## src/rtl/e_gpu_pkg.sv

```systemverilog
// Shared definitions for the GPU configuration block: register word indices,
// the launch FSM state type and STATUS field layout.
package e_gpu_pkg;

  // Register word indices decoded from addr[4:2]
  localparam logic [2:0] REG_ENABLE    = 3'd0;
  localparam logic [2:0] REG_START     = 3'd1;
  localparam logic [2:0] REG_IRQ_CLEAR = 3'd2;
  localparam logic [2:0] REG_STATUS    = 3'd3;
  localparam logic [2:0] REG_KERNEL_PC = 3'd4;
  localparam logic [2:0] REG_CYCLE_CNT = 3'd5;

  typedef enum logic [1:0] {
    CONF_IDLE    = 2'd0,
    CONF_RUNNING = 2'd1,
    CONF_DONE    = 2'd2
  } conf_state_e;

  localparam int unsigned STATUS_STATE_LSB = 0;
  localparam int unsigned STATUS_EN_BIT    = 2;
  localparam int unsigned STATUS_IRQ_BIT   = 3;

  function automatic logic [31:0] pack_status(input conf_state_e st, input logic en,
                                              input logic irq);
    logic [31:0] s;
    s = '0;
    s[STATUS_STATE_LSB +: 2] = st;
    s[STATUS_EN_BIT]         = en;
    s[STATUS_IRQ_BIT]        = irq;
    return s;
  endfunction

endpackage

```

## src/rtl/obi_if.sv

```systemverilog
// OBI request and response bundles used by the host port of the GPU
// configuration registers.
interface obi_req_if;
  logic        req;
  logic        we;
  logic [3:0]  be;
  logic [31:0] addr;
  logic [31:0] wdata;
  logic        gnt;

  modport master (output req, we, be, addr, wdata, input gnt);
  modport slave  (input req, we, be, addr, wdata, output gnt);
endinterface

interface obi_rsp_if;
  logic        rvalid;
  logic [31:0] rdata;

  modport master (input rvalid, rdata);
  modport slave  (output rvalid, rdata);
endinterface

```

## src/rtl/gpu_conf_obi_slave.sv

```systemverilog
// OBI slave front end: zero-wait grant, address decode into write strobes and a
// registered single-cycle response. CYCLE_CNT is mapped only with
// GPU_CONF_REGS_CYCLE_CNT_EN.
module gpu_conf_obi_slave
  import e_gpu_pkg::*;
(
  input  logic        clk_i,
  input  logic        rst_ni,
  obi_req_if.slave    req_if,
  obi_rsp_if.slave    rsp_if,
  output logic        enable_we_o,
  output logic        start_we_o,
  output logic        irq_clr_we_o,
  output logic [3:0]  kpc_be_o,
  output logic [31:0] wdata_o,
  input  logic        enable_i,
  input  logic [31:0] status_i,
  input  logic [31:0] kernel_pc_i
`ifdef GPU_CONF_REGS_CYCLE_CNT_EN
  ,
  input  logic [31:0] cycle_cnt_i
`endif
);

  logic        in_range;
  logic [2:0]  idx;
  logic        wr_hit;
  logic        rd_hit;
  logic        rvalid_q, rvalid_d;
  logic [31:0] rdata_q, rdata_d;

  // Only word-aligned offsets inside the 32-byte window are mapped
  assign in_range = ({req_if.addr[31:5], req_if.addr[1:0]} == '0);
  assign idx      = req_if.addr[4:2];
  assign wr_hit   = req_if.req & req_if.we & in_range;
  assign rd_hit   = req_if.req & ~req_if.we & in_range;

  assign req_if.gnt = req_if.req & rst_ni;

  assign enable_we_o  = wr_hit & req_if.be[0] & (idx == REG_ENABLE);
  assign start_we_o   = wr_hit & req_if.be[0] & (idx == REG_START);
  assign irq_clr_we_o = wr_hit & req_if.be[0] & (idx == REG_IRQ_CLEAR);
  assign kpc_be_o     = (wr_hit && (idx == REG_KERNEL_PC)) ? req_if.be : 4'b0000;
  assign wdata_o      = req_if.wdata;

  always_comb begin
    rvalid_d = req_if.req;
    rdata_d  = '0;
    if (rd_hit) begin
      case (idx)
        REG_ENABLE:    rdata_d = {31'b0, enable_i};
        REG_STATUS:    rdata_d = status_i;
        REG_KERNEL_PC: rdata_d = kernel_pc_i;
`ifdef GPU_CONF_REGS_CYCLE_CNT_EN
        REG_CYCLE_CNT: rdata_d = cycle_cnt_i;
`endif
        default:       rdata_d = '0;
      endcase
    end
  end

  always_ff @(posedge clk_i or negedge rst_ni) begin
    if (!rst_ni) begin
      rvalid_q <= 1'b0;
      rdata_q  <= '0;
    end else begin
      rvalid_q <= rvalid_d;
      rdata_q  <= rdata_d;
    end
  end

  assign rsp_if.rvalid = rvalid_q;
  assign rsp_if.rdata  = rdata_q;

endmodule

```

## src/rtl/gpu_conf_regs.sv

```systemverilog
// GPU configuration registers: enable, kernel PC and the IDLE/RUNNING/DONE launch
// FSM behind an OBI slave. Define GPU_CONF_REGS_CYCLE_CNT_EN to add CYCLE_CNT.
module gpu_conf_regs
  import e_gpu_pkg::*;
#(
  parameter logic [31:0] KERNEL_PC_RST = 32'h0000_0000
) (
  input  logic        clk_i,
  input  logic        rst_ni,
  obi_req_if.slave    conf_regs_req,
  obi_rsp_if.slave    conf_regs_rsp,
  input  logic        done_i,
  output logic        enable_o,
  output logic        start_o,
  output logic [31:0] kernel_pc_o,
  output logic        interrupt_o
);

  conf_state_e state_q, state_d;
  logic        enable_q, enable_d;
  logic        start_q, start_d;
  logic [31:0] kpc_q, kpc_d;
  logic        enable_we, start_we, irq_clr_we;
  logic [3:0]  kpc_be;
  logic [31:0] wdata;
  logic [31:0] status;

  assign status = pack_status(state_q, enable_q, interrupt_o);

`ifdef GPU_CONF_REGS_CYCLE_CNT_EN
  logic [31:0] cnt_q, cnt_d;
`endif

  gpu_conf_obi_slave u_obi_slave (
    .clk_i        (clk_i),
    .rst_ni       (rst_ni),
    .req_if       (conf_regs_req),
    .rsp_if       (conf_regs_rsp),
    .enable_we_o  (enable_we),
    .start_we_o   (start_we),
    .irq_clr_we_o (irq_clr_we),
    .kpc_be_o     (kpc_be),
    .wdata_o      (wdata),
    .enable_i     (enable_q),
    .status_i     (status),
    .kernel_pc_i  (kpc_q)
`ifdef GPU_CONF_REGS_CYCLE_CNT_EN
    ,
    .cycle_cnt_i  (cnt_q)
`endif
  );

  // Disabling overrides every state transition and any launch in progress
  always_comb begin
    state_d  = state_q;
    enable_d = enable_q;
    start_d  = 1'b0;
    if (enable_we) enable_d = wdata[0];
    if (enable_we && !wdata[0]) begin
      state_d = CONF_IDLE;
    end else begin
      unique case (state_q)
        CONF_IDLE: begin
          if (start_we && wdata[0] && enable_q) begin
            state_d = CONF_RUNNING;
            start_d = 1'b1;
          end
        end
        CONF_RUNNING: if (done_i) state_d = CONF_DONE;
        CONF_DONE:    if (irq_clr_we && wdata[0]) state_d = CONF_IDLE;
        default:      state_d = CONF_IDLE;
      endcase
    end
  end

  always_comb begin
    kpc_d = kpc_q;
    for (int b = 0; b < 4; b++) begin
      if (kpc_be[b]) kpc_d[8*b +: 8] = wdata[8*b +: 8];
    end
  end

  always_ff @(posedge clk_i or negedge rst_ni) begin
    if (!rst_ni) begin
      state_q  <= CONF_IDLE;
      enable_q <= 1'b0;
      start_q  <= 1'b0;
      kpc_q    <= KERNEL_PC_RST;
    end else begin
      state_q  <= state_d;
      enable_q <= enable_d;
      start_q  <= start_d;
      kpc_q    <= kpc_d;
    end
  end

`ifdef GPU_CONF_REGS_CYCLE_CNT_EN
  // Cleared on the launch edge, so the start_o cycle is the first counted one
  always_comb begin
    cnt_d = cnt_q;
    if (start_d) begin
      cnt_d = '0;
    end else if ((state_q == CONF_RUNNING) && (cnt_q != 32'hFFFF_FFFF)) begin
      cnt_d = cnt_q + 32'd1;
    end
  end

  always_ff @(posedge clk_i or negedge rst_ni) begin
    if (!rst_ni) cnt_q <= '0;
    else         cnt_q <= cnt_d;
  end
`endif

  assign enable_o    = enable_q;
  assign start_o     = start_q;
  assign kernel_pc_o = kpc_q;
  assign interrupt_o = (state_q == CONF_DONE);

endmodule

```

## src/flat_wrapper.sv

```systemverilog
// flat-port wrapper written by rule: the top's interface ports become plain ports
module gpu_conf_regs_flat import e_gpu_pkg::*;
#(
  parameter logic [31:0] KERNEL_PC_RST = 32'h0000_0000
)
  (clk_i, rst_ni, done_i, enable_o, start_o, kernel_pc_o, interrupt_o, conf_regs_req_req, conf_regs_req_we, conf_regs_req_be, conf_regs_req_addr, conf_regs_req_wdata, conf_regs_req_gnt, conf_regs_rsp_rvalid, conf_regs_rsp_rdata);
  obi_req_if conf_regs_req_i ();
  obi_rsp_if conf_regs_rsp_i ();
  input  logic clk_i;
  input  logic rst_ni;
  input  logic done_i;
  output logic enable_o;
  output logic start_o;
  output logic [31:0] kernel_pc_o;
  output logic interrupt_o;
  input wire logic [$bits(conf_regs_req_i.req)-1:0] conf_regs_req_req;
  input wire logic [$bits(conf_regs_req_i.we)-1:0] conf_regs_req_we;
  input wire logic [$bits(conf_regs_req_i.be)-1:0] conf_regs_req_be;
  input wire logic [$bits(conf_regs_req_i.addr)-1:0] conf_regs_req_addr;
  input wire logic [$bits(conf_regs_req_i.wdata)-1:0] conf_regs_req_wdata;
  output wire logic [$bits(conf_regs_req_i.gnt)-1:0] conf_regs_req_gnt;
  output wire logic [$bits(conf_regs_rsp_i.rvalid)-1:0] conf_regs_rsp_rvalid;
  output wire logic [$bits(conf_regs_rsp_i.rdata)-1:0] conf_regs_rsp_rdata;
  assign conf_regs_req_i.req = conf_regs_req_req;
  assign conf_regs_req_i.we = conf_regs_req_we;
  assign conf_regs_req_i.be = conf_regs_req_be;
  assign conf_regs_req_i.addr = conf_regs_req_addr;
  assign conf_regs_req_i.wdata = conf_regs_req_wdata;
  assign conf_regs_req_gnt = conf_regs_req_i.gnt;
  assign conf_regs_rsp_rvalid = conf_regs_rsp_i.rvalid;
  assign conf_regs_rsp_rdata = conf_regs_rsp_i.rdata;
  gpu_conf_regs #(.KERNEL_PC_RST(KERNEL_PC_RST)) u_core (.clk_i(clk_i), .rst_ni(rst_ni), .conf_regs_req(conf_regs_req_i), .conf_regs_rsp(conf_regs_rsp_i), .done_i(done_i), .enable_o(enable_o), .start_o(start_o), .kernel_pc_o(kernel_pc_o), .interrupt_o(interrupt_o));
endmodule
```

## config.mk

```make
export PLATFORM = sky130hd
export DESIGN_NAME = gpu_conf_regs_flat
export DESIGN_NICKNAME = d
export VERILOG_FILES = /design/src/rtl/e_gpu_pkg.sv /design/src/rtl/obi_if.sv /design/src/rtl/gpu_conf_obi_slave.sv /design/src/rtl/gpu_conf_regs.sv /design/src/flat_wrapper.sv
export SDC_FILE = /design/constraint.sdc
export NUM_CORES = 1
export LEC_CHECK = 0
export BUFFER_PORTS_ARGS = -buffer_cell sky130_fd_sc_hd__buf_2
export CORE_MARGIN = 1.5
export CORE_UTILIZATION = 40
export DETAILED_ROUTE_END_ITERATION = 6
export GPL_ROUTABILITY_DRIVEN = 1
export PLACE_DENSITY = 0.69
export SLEW_MARGIN = 15
export SYNTH_ARGS = -nofsm -noshare
export SYNTH_HDL_FRONTEND = slang
export SYNTH_HIERARCHICAL = 1
export SYNTH_SLANG_ARGS = --single-unit
export TNS_END_PERCENT = 20
```

## constraint.sdc

```tcl
create_clock -name clk_i -period 2.4 [get_ports clk_i]
set_clock_uncertainty 0.15 [all_clocks]
set_input_delay 0.24 -clock clk_i [delete_from_list [all_inputs] [get_ports clk_i]]
set_output_delay 0.24 -clock clk_i [all_outputs]
set_load 0.05 [all_outputs]
```

-- Word-level counts from Yosys, hierarchy flattened
Cells that the tools add are included.
Widths: inputs -> output; s select.
- output and inout bits: 69
- word-level logic and storage cells: 49
- register bits: 69
- input bits: 73
- reductions and logical operators: 10
- bitwise logic cells: 10
- equal/unequal tests: 9
- mux-type cells: 11
- operator list (operator ; count):
    $pmux 32 s3 ; 1
    $mux 32 ; 1
    $logic_not 29->1 ; 1
    $and 1x1->1 ; 9
    $mux 2 ; 4
    $eq 3x2->1 const B ; 2
    $ne 3x1->1 const B ; 2
    $pmux 2 s3 ; 1
    $logic_and 1x1->1 ; 5
    $mux 4 ; 1
    $eq 3x1->1 const B ; 1
    $eq 3x3->1 const B ; 1
    $logic_not 3->1 ; 1
    $mux 1 ; 3
    $ne 3x2->1 const B ; 1
    $reduce_and 3->1 ; 1
    $eq 2x1->1 const B ; 1
    $eq 2x2->1 const B ; 1
    $logic_not 2->1 ; 1
    $logic_not 1->1 ; 1
    $not 1->1 ; 1

-- Longest topological paths before layout
Gate-level depths: netlist of run 1.
- depth in word-level cells: 9
- depth in mapped cells: 7
- depth with buffers taken out: 6

-- Cells and area by module
Netlist of run 1, hierarchy kept.
- by module, submodules not included (module ; area each (µm²) ; cells an instance ; seq. area each (µm²) ; times used):
    gpu_conf_obi_slave ; 1841.8 ; 179 ; 825.8 ; 1
    gpu_conf_regs ; 1371.3 ; 87 ; 900.9 ; 1

-- Worst setup path after synthesis of run 1
Ideal clock, no wire load.
- path type: input to register
- start point: input port conf_regs_req_addr[28]
- end point: register u_core.state_q[0]
- required time: 2132 ps
- cell stages on the path: 7
- setup slack: 225 ps
- setup time: 118 ps
- arrival time: 1906 ps
- path buffers: 1
- path through: or4_4 -> buf_6 -> nand4b_4 -> nor4_1 -> nor2b_1 -> nor3_1 -> a21o_1
- elaborated cells on any way between the ends: 15
- classes of those cells: eq/ne: 3; mux: 1; bitwise: 5; reduce/logical: 6
- RTL lines (item ; line ; source):
    from (decl) ; flat_wrapper.sv:19 ; input wire logic [$bits(conf_regs_req_i.addr)-1:0] conf_regs_req_addr;
    $logic_not 29->1 (*) ; gpu_conf_obi_slave.sv:33 ; assign in_range = ({req_if.addr[31:5], req_if.addr[1:0]} == '0);
    $and 1x1->1 (*) ; gpu_conf_obi_slave.sv:35 ; assign wr_hit = req_if.req & req_if.we & in_range;
    $and 1x1->1 (*) (2 in series) ; gpu_conf_obi_slave.sv:40 ; assign enable_we_o = wr_hit & req_if.be[0] & (idx == REG_ENABLE);
    named net u_core.enable_we ; gpu_conf_regs.sv:23 ; logic enable_we, start_we, irq_clr_we;
    $logic_and 1x1->1 (*) ; gpu_conf_regs.sv:59 ; if (enable_we && !wdata[0]) begin
    $ne 3x1->1 (no source line) or $ne 3x2->1 (tied branches) ; - ;
    $reduce_and 3->1 (no source line) ; - ;
    to (signal assigned) ; gpu_conf_regs.sv:90 ; state_q <= state_d;
    to (decl) ; gpu_conf_regs.sv:19 ; conf_state_e state_q, state_d;
The timed path passes the listed nets; every way through them passes the cells marked *.
A chain may end at the register's enable or synchronous reset.

-- Worst setup path in the final report of run 1
- start point: input port conf_regs_req_req
- end point: register u_core.kpc_q[22], in the netlist u_core/kernel_pc_o[22]
- cells in the longest elaborated chain, start to end: 4
- ends and longest elaborated chain (item ; line ; source):
    from (decl) ; flat_wrapper.sv:16 ; input wire logic [$bits(conf_regs_req_i.req)-1:0] conf_regs_req_req;
    $and 1x1->1 (2 in series) ; gpu_conf_obi_slave.sv:35 ;
    $logic_and 1x1->1 ; gpu_conf_obi_slave.sv:43 ; assign kpc_be_o = (wr_hit && (idx == REG_KERNEL_PC)) ? req_if.be : 4'b0000;
    $mux 4 ; gpu_conf_obi_slave.sv:43 ;
    named net u_core.kpc_be[2] ; gpu_conf_regs.sv:24 ; logic [3:0] kpc_be;
    to (signal assigned) ; gpu_conf_regs.sv:93 ; kpc_q <= kpc_d;
    to (decl) ; gpu_conf_regs.sv:22 ; logic [31:0] kpc_q, kpc_d;
The timed path passes the listed nets, and every way through them passes these cells.

==> summary.txt, run 1 <==
Most frequent cell after synthesis: dfrtp_1
CTS Sinks: 69
H-Tree Depth: 3
Synth cell types: 29
Fin crit share: 88.48%
Synth top area cells: dfrtp_1 (54%), mux2_1 (11%), a22oi_1 (7.5%), buf_4 (7.5%), nor4_1 (7.4%)
Final nets: 510
Post-Layout Cell Count: 544
Core ar.: 7767 µm²
Setup violators final: 0
Initial Util: 41.37%
Via count: 2658
CTS tree: built
Total routing usage reported by global routing: 19.68%
Synth top cells by count: dfrtp_1 (69), nor4_1 (38), a22oi_1 (32), buf_4 (32), mux2_1 (32)
Final WL: 8091 µm
HP Class: input pin to flop
Gate Count Post-Synth: 266
Yosys reg bits: 69
Pins Over Slew Limit: 0
Cts bufs inserted: 9
# rows: 32
Via density: 4.886
Clock Root Buffer: clkbuf_8
Worst flop-to-flop path endpoint: u_core/u_obi_slave/rsp_if.rdata[0]$_DFF_PN0_
Final TNS setup: 0 ns
CP Launch Type: input pin
Full die area: 8579 µm²
Mapped Area: 3213 µm²
Post-synth ARST share: 100.0%
F_max: 0.4709 GHz
Synth top area share: 53.74%
CP arrival: 2.18 ns
Number of synthesized flops with an enable pin: 0
Final min period: 2.123 ns
Proportion of layout cells with a drive suffix above 1: 40.05%
DP Area: 3913 µm²
Num ports: 142
HPWL Detailed: 5428 µm
Worst Reg-to-Reg Cells: 3
Unrepaired setup endpoints after global routing: no
Residual DRC count: 0
Clock Tree Buf Depth: 2
Crit path from: conf_regs_req_req
Post-cts sizing count: 0
Die X: 92.63 µm
Vias in the first global route: 2664
Worst path required time: 2.46 ns
Maximum fanout along the worst path: 8
Final Cell Area: 4454 µm²
Clk_lat worst skew: 0.33 ns
# diodes: 0
I/O Buffers: 141
WS Path Type: input pin to flop
Routability Congestion: 0.8108
Worst Setup End Kind: flop
Synthesized area per cell: 12.08 µm²
Max VDD drop: 0.2768 mV
Worst-path clk slew: 0.08 ns
Leakage: 2.380 nW
DRT iter0 DRCs: 107
Slew @ Worst Pin: 0.5276 ns
Pre-antenna DRT Iters: 5
Largest net degree at the start of global routing: 44
Die H: 92.63 µm
Pre-CTS WS: 0.1035 ns
Placed cell count: 495
FF-to-FF Start: u_core/enable_o$_DFFE_PN0P_
Sequential fraction of the synthesis area: 53.74%
Status: finished, final reports clean
PwrDens: 527.1 nW/µm²
Ys flop type: dfrtp_1
Worst setup path end: u_core/kernel_pc_o[22]$_DFFE_PN0P_
Worst Setup Slack, final: 0.2765 ns
First-pass GRT wire length: 12880 µm
Slew headroom: 64.83%
Worst hold path stage count: 3
R2r setup slk: 1.18 ns
Wirelength per Cell: 14.87 µm
Final ANT Viol Nets: 0
Max-capacitance violation count: 0
Layout area overhead: 38.63%
Syn. warnings: 6
Area leader, netlist: dfrtp_1
Gr ovfl total: 0
Initial antenna violation count: 0
Final Hold Viols: 0
cells by family after synthesis:
kind of cell / count (synthesis) / synth area share (%)
buf+inv: 56 / 10.86
simple gates: 71 / 15.23
compound gates: 35 / 8.139
other cells: 1 / 0.1167
flops: 69 / 53.74
mux: 34 / 11.92
worst max-delay path: stages:
cell and delay [ns]:
dlygate4sd3_1 0.51, buf_2 0.11, nor4b_4 0.27, nand4b_4 0.19, nor3_1 0.27, buf_4 0.23
mux2_1 0.35
per-layer routing:
| layer | vias up | global-route usage [%] | wire (µm) | part of all wire, % |
|---|---|---|---|---|
| met3 | 9 | 5.172 | 526 | 6.5 |
| met2 | 120 | 33.70 | 4104 | 51 |
| met5 | - | 0 | 0 | 0 |
| met1 | 1249 | 23.45 | 3347 | 41 |
| li1 | 1280 | - | - | - |
| met4 | 0 | 7.955 | 111 | 1.4 |
how the worst min path moves through the flow:
stage	from	end
floorplan	rst_ni	u_core/enable_o$_DFFE_PN0P_
global placement	rst_ni	u_core/kernel_pc_o[30]$_DFFE_PN0P_
detailed placement	rst_ni	u_core/kernel_pc_o[30]$_DFFE_PN0P_
CTS	done_i	u_core/state_q[1]$_DFFE_PN0P_
global route	done_i	u_core/state_q[1]$_DFFE_PN0P_
finish	done_i	u_core/state_q[1]$_DFFE_PN0P_
cell type report:
cell class / count / area, µm²
clock buffer: 13 / 168.9
clock inverter: 3 / 42.54
fill: 662 / 3313
inverter: 2 / 7.507
multi-input combinational: 168 / 1245
sequential: 69 / 1727
tap: 102 / 127.6
timing repair buffer: 187 / 1136
metrics by stage:
step,total power [W],utilization (%),hold slack (ns)
global placement,0.001339,50.37,0.02481
global route,0.002455,57.35,0.04202
CTS,0.002381,57.35,0.02902
floorplan,0.001275,-,-0.2056
detailed placement,0.001342,50.37,0.03197
finish,0.002348,57.35,0.05748
sequential cells by signal, indices dropped and copies added, names as in the netlist:
name                              count
u_core/u_obi_slave/rsp_if.rdata      32
u_core/start_o                        1
u_core/kernel_pc_o                   32
u_core/u_obi_slave/rsp_if.rvalid      1
u_core/enable_o                       1
u_core/state_q                        2
report_power, final:
group	leakage [nW]	switching, W	internal (W)
clock	0.106	0.000422	0.000564
combinational	1.31	0.0000984	0.000100
sequential	0.962	0.000000132	0.00116
total	2.38	0.000520	0.00183
cell usage in the layout (no fill, tap or decap):
cell,n
buf_2,140
dfrtp_1,69
nor4_1,38
dlygate4sd3_1,33
mux2_1,32
a22oi_1,32
conb_1,28
buf_4,14
clkbuf_8,12
nand3_1,6
nor3_1,6
nor2_1,4
nor2b_1,3
nand4_1,3
inv_1,2
mux2_2,2
nand4b_1,2
clkinvlp_4,1
bufinv_16,1
clkbuf_1,1
clkinv_2,1
nor3_2,1
a21o_1,1
o2111ai_1,1
o21ai_1,1
nand2_1,1
or4_4,1
nor4b_4,1
nor4_4,1
and3b_1,1
nor3b_4,1
nand4b_4,1
and2_1,1
repair_timing:
| action | in CTS | in global routing |
|---|---|---|
| buffers inserted | 0 | 0 |
| hold buffers | 33 | 0 |
| hold endpoints to repair | 58 | 0 |
Power figures use the tool's default switching activity.
==> inputs of run 2 (changes only) <==
GPL_TIMING_DRIVEN = 0   (was default)
==> summary.txt, run 2 (synthesized netlist as in run 1, its figures left out) <==
Slew headroom: 59.28%
Pins Over Slew Limit: 0
Initial Util: 41.37%
CTS tree: built
Layout area overhead: 43.26%
Unrepaired setup endpoints after global routing: no
Largest net degree at the start of global routing: 43
Final Hold Viols: 0
Vias in the first global route: 2713
Gr ovfl total: 0
Final TNS setup: 0 ns
Clock Tree Buf Depth: 2
Full die area: 8579 µm²
Slew @ Worst Pin: 0.6081 ns
Most common cell after layout, fill and taps aside: buf_2
Max-capacitance violation count: 0
PwrDens: 558.2 nW/µm²
Final WL: 8258 µm
Core ar.: 7767 µm²
Post-CTS setup buffers: 0
Residual DRC count: 0
Wirelength per Cell: 14.91 µm
Final Cell Area: 4603 µm²
CP arrival: 2.31 ns
# diodes: 0
Clock Root Buffer: clkbuf_8
FF-to-FF Start: u_core/state_q[1]$_DFFE_PN0P_
Final ANT Viol Nets: 0
Worst path required time: 2.48 ns
Num ports: 142
Via count: 2727
Via density: 4.922
First-pass GRT wire length: 13250 µm
Cells along the critical path: dlygate4sd3_1, buf_2, nor4b_4, nand4b_4, nor4_1, nor2b_1, nor3_1, a21o_1
Cts bufs inserted: 9
Most frequent cells in the layout: buf_2 (116), dfrtp_1 (69), nor4_1 (38), dlygate4sd3_1 (34), buf_4 (33)
Max VDD drop: 0.2663 mV
HP Class: input pin to flop
Setup violators final: 0
Worst Hold End: u_core/state_q[1]$_DFFE_PN0P_
Die H: 92.63 µm
# rows: 32
H-Tree Depth: 3
Post-layout util: 59.26%
Worst Setup End Kind: flop
Worst Reg-to-Reg Cells: 3
Status: finished, final reports clean
Worst hold path stage count: 3
Total routing usage reported by global routing: 20.27%
Pre-CTS WS: -0.1877 ns
Worst path buffer plus inverter count: 2
CP peak stage delay: 0.53 ns
Min-delay src: done_i
Die X: 92.63 µm
Routability Congestion: 0.8371
Slowest cell on crit path: nor4_1
R2r setup slk: 1.15 ns
Proportion of layout cells with a drive suffix above 1: 38.72%
HPWL Detailed: 5851 µm
Fin crit share: 92.94%
Pre-antenna DRT Iters: 4
DRT iter0 DRCs: 105
Fillers: 678
Initial antenna violation count: 0
WS Path Type: input pin to flop
Worst Setup Slack, final: 0.1694 ns
CTS Sinks: 69
Worst flop-to-flop path endpoint: u_core/u_obi_slave/rsp_if.rdata[3]$_DFF_PN0_
I/O Buffers: 108
Clk_lat worst skew: 0.33 ns
Maximum fanout along the worst path: 7
Leakage: 2.423 nW
Final min period: 2.231 ns
Post-cts sizing count: 0
Final nets: 520
CP Launch Type: input pin
Worst-path clk slew: 0.07 ns
DP Area: 4005 µm²
Crit-path leading delay family: simple AND/OR/NAND/NOR gates
F_max: 0.4483 GHz
run 2: cell count changes in the layout (fill, tap and decap cells not counted), moves of 2 or more:
cell and change:
buf_2 -24, buf_4 +19, bufinv_16 +2, clkbuf_1 +11
run 2: report_power, final:
part	switching (W)	internal, W	total (W)
clock	0.000441	0.000749	0.00119
sequential	0.000000153	0.00116	0.00116
combinational	0.0000998	0.000116	0.000216
run 2: through the flow:
step           std cells  hold slack, ns  total power [W]
4_1_cts              553        0.007300         0.002599
6_report             554         0.05741         0.002569
5_1_grt              554         0.04572         0.002677
3_3_place_gp         503          0.2264         0.001349
2_1_floorplan        293         -0.2056         0.001275
3_5_place_dp         504         0.04152         0.001357
run 2: worst register-to-register path, stage by stage (launching register included):
cell     delay, ns
dfrtp_1       0.44
nor2b_1       0.24
a22oi_1       0.11
nor4_1        0.21
run 2: layout make-up:
type | count | area [µm²] | share of cell area [%]
Buffer | 54 | 341.6 | 7.421
Clock inverter | 5 | 106.4 | 2.310
Timing Repair Buffer | 143 | 903.4 | 19.62
Clock buffer | 11 | 151.4 | 3.289
Sequential cell | 69 | 1727 | 37.51
Inverter | 2 | 7.507 | 0.1631
Tap cell | 102 | 127.6 | 2.772
Multi-Input combinational cell | 168 | 1239 | 26.91
run 2: how the worst max path moves through the flow:
| stage | from | to | slack (ns) | cells after the start |
|---|---|---|---|---|
| after detailed placement | conf_regs_req_addr[3] | u_core/kernel_pc_o[23]$_DFFE_PN0P_ | -0.19 | 7 |
| after CTS | conf_regs_req_addr[3] | u_core/kernel_pc_o[23]$_DFFE_PN0P_ | 0.18 | 7 |
| after global routing | conf_regs_req_addr[3] | u_core/kernel_pc_o[23]$_DFFE_PN0P_ | 0.009 | 7 |
| final | conf_regs_req_req | u_core/state_q[0]$_DFFE_PN0P_ | 0.17 | 8 |
| after global placement | conf_regs_req_addr[4] | u_core/kernel_pc_o[3]$_DFFE_PN0P_ | -0.12 | 7 |
| after floorplan | conf_regs_req_addr[28] | u_core/state_q[0]$_DFFE_PN0P_ | 0.23 | 7 |
run 2: timing repair:
| action | CTS | global route |
|---|---|---|
| hold endpoints to repair | 59 | 1 |
| hold buffers | 33 | 1 |
| setup endpoints to repair | 0 | 0 |
run 2: metal layers:
metal  vias to the layer above  track usage (%)  wire length, µm
met5                         -                0                0
met4                         0            6.187               89
met1                      1301            24.96             3371
met3                         8            5.747              557
met2                       114            34.44             4240
li1                       1304                -                -
==> inputs of run 3 (changes only) <==
BUFFER_PORTS_ARGS = -buffer_cell sky130_fd_sc_hd__buf_4   (was -buffer_cell sky130_fd_sc_hd__buf_2)
SKIP_CTS_REPAIR_TIMING = 1   (was default)
==> summary.txt, run 3 (synthesized netlist as in run 1, its figures left out) <==
Clock Root Buffer: clkbuf_8
Worst Hold Margin: -0.1528 ns
CTS Sinks: 69
Via count: 2725
Post-layout util: 61.50%
First-pass GRT wire length: 12300 µm
Worst Setup Slack, final: 0.1885 ns
Num ports: 142
CTS tree: built
Final TNS setup: 0 ns
FF-to-FF Start: u_core/state_q[1]$_DFFE_PN0P_
CP peak stage delay: 0.55 ns
Total routing usage reported by global routing: 18.92%
Layout area overhead: 48.68%
CP arrival: 2.28 ns
Pre-antenna DRT Iters: 4
Routability Congestion: 0.8490
Clk_lat worst skew: 0.34 ns
Cts bufs inserted: 9
Max-capacitance violation count: 0
Leakage: 2.404 nW
Most frequent cells in the layout: buf_4 (140), dfrtp_1 (69), nor4_1 (37)
Final Hold Viols: 69
Pre-CTS WS: -0.1489 ns
Worst Setup End Kind: flop
HPWL Detailed: 5744 µm
Worst path buffer plus inverter count: 3
Full die area: 8579 µm²
Residual DRC count: 0
Final WL: 8321 µm
Vias in the first global route: 2523
Unrepaired setup endpoints after global routing: no
Status: complete, but fails checks
Total power: 0.002318 W
Final ANT Viol Nets: 0
I/O Buffers: 108
# diodes: 0
Slew @ Worst Pin: 0.8571 ns
Most common cell after layout, fill and taps aside: buf_4
Slew headroom: 42.86%
Proportion of layout cells with a drive suffix above 1: 38.98%
Worst-path clk slew: 0.07 ns
Worst Reg-to-Reg Cells: 3
Pins Over Slew Limit: 0
PwrDens: 485.3 nW/µm²
Setup violators final: 0
H-Tree Depth: 3
Maximum fanout along the worst path: 10
Via density: 4.946
Crit path from: conf_regs_req_addr[3]
Die X: 92.63 µm
Slowest cell on crit path: nor3b_2
# rows: 32
Failing checks: hold timing
Largest net degree at the start of global routing: 71
Final min period: 2.211 ns
WS Path Type: input pin to flop
DRT iter0 DRCs: 146
Core ar.: 7767 µm²
Cells along the critical path: buf_4, nor3b_2, clkbuf_1, nand3_1, nor3_1, buf_2, mux2_1
Final nets: 517
F_max: 0.4522 GHz
Die H: 92.63 µm
Wirelength per Cell: 15.10 µm
CP Launch Type: input pin
Worst path required time: 2.47 ns
Max VDD drop: 0.2960 mV
Initial Util: 41.37%
Initial antenna violation count: 0
Crit-path leading delay family: buffers and inverters
Gr ovfl total: 0
Clock Tree Buf Depth: 2
HP Class: input pin to asynchronous set/reset pin
Fin crit share: 92.15%
CP Depth: 7
-- run 3: worst paths after layout --
kind,slack (ns),end
setup / recovery,0.19,u_core/kernel_pc_o[22]$_DFFE_PN0P_
hold / removal,-0.15,u_core/u_obi_slave/rsp_if.rvalid$_DFF_PN0_
setup reg to reg,1.14,u_core/u_obi_slave/rsp_if.rdata[3]$_DFF_PN0_
hold reg to reg,0.37,u_core/kernel_pc_o[20]$_DFFE_PN0P_
max in group asynchronous,1.68,u_core/u_obi_slave/rsp_if.rdata[18]$_DFF_PN0_
min in group clk_i,0.02,u_core/kernel_pc_o[0]$_DFFE_PN0P_
-- run 3: cell type report --
class	count	area [µm²]
Multi-Input combinational cell	168	1245
Inverter	2	7.507
Timing Repair Buffer	140	1131
Clock inverter	7	73.82
Buffer	54	341.6
Fill cell	643	2990
Sequential cell	69	1727
Clock buffer	9	123.9
Tap cell	102	127.6
-- run 3: per-layer routing --
layer / part of all wire [%] / GRT usage [%] / vias to the layer above
li1: - / - / 1299
met1: 40 / 23.24 / 1289
met5: 0 / 0 / -
met4: 1.3 / 7.071 / 0
met2: 52 / 31.19 / 127
met3: 7.0 / 5.911 / 10
-- run 3: through the flow --
step | area (µm²) | std cells
floorplan | 3314 | 293
detailed placement | 4253 | 503
finish | 4777 | 551
CTS | 4451 | 519
global placement | 4253 | 503
global route | 4777 | 551
-- run 3: where the power goes --
group / total [W] / internal (W) / switching, W
Sequential: 0.00116 / 0.00116 / 0.000000221
Combinational: 0.000229 / 0.000129 / 0.0000999
Clock: 0.000926 / 0.000483 / 0.000444
Total: 0.00232 / 0.00177 / 0.000544
-- run 3: worst register-to-register path, stage by stage, from the launching register on --
cell	delay (ns)
dfrtp_1	0.45
nor2b_1	0.25
a22oi_1	0.12
nor4_1	0.20
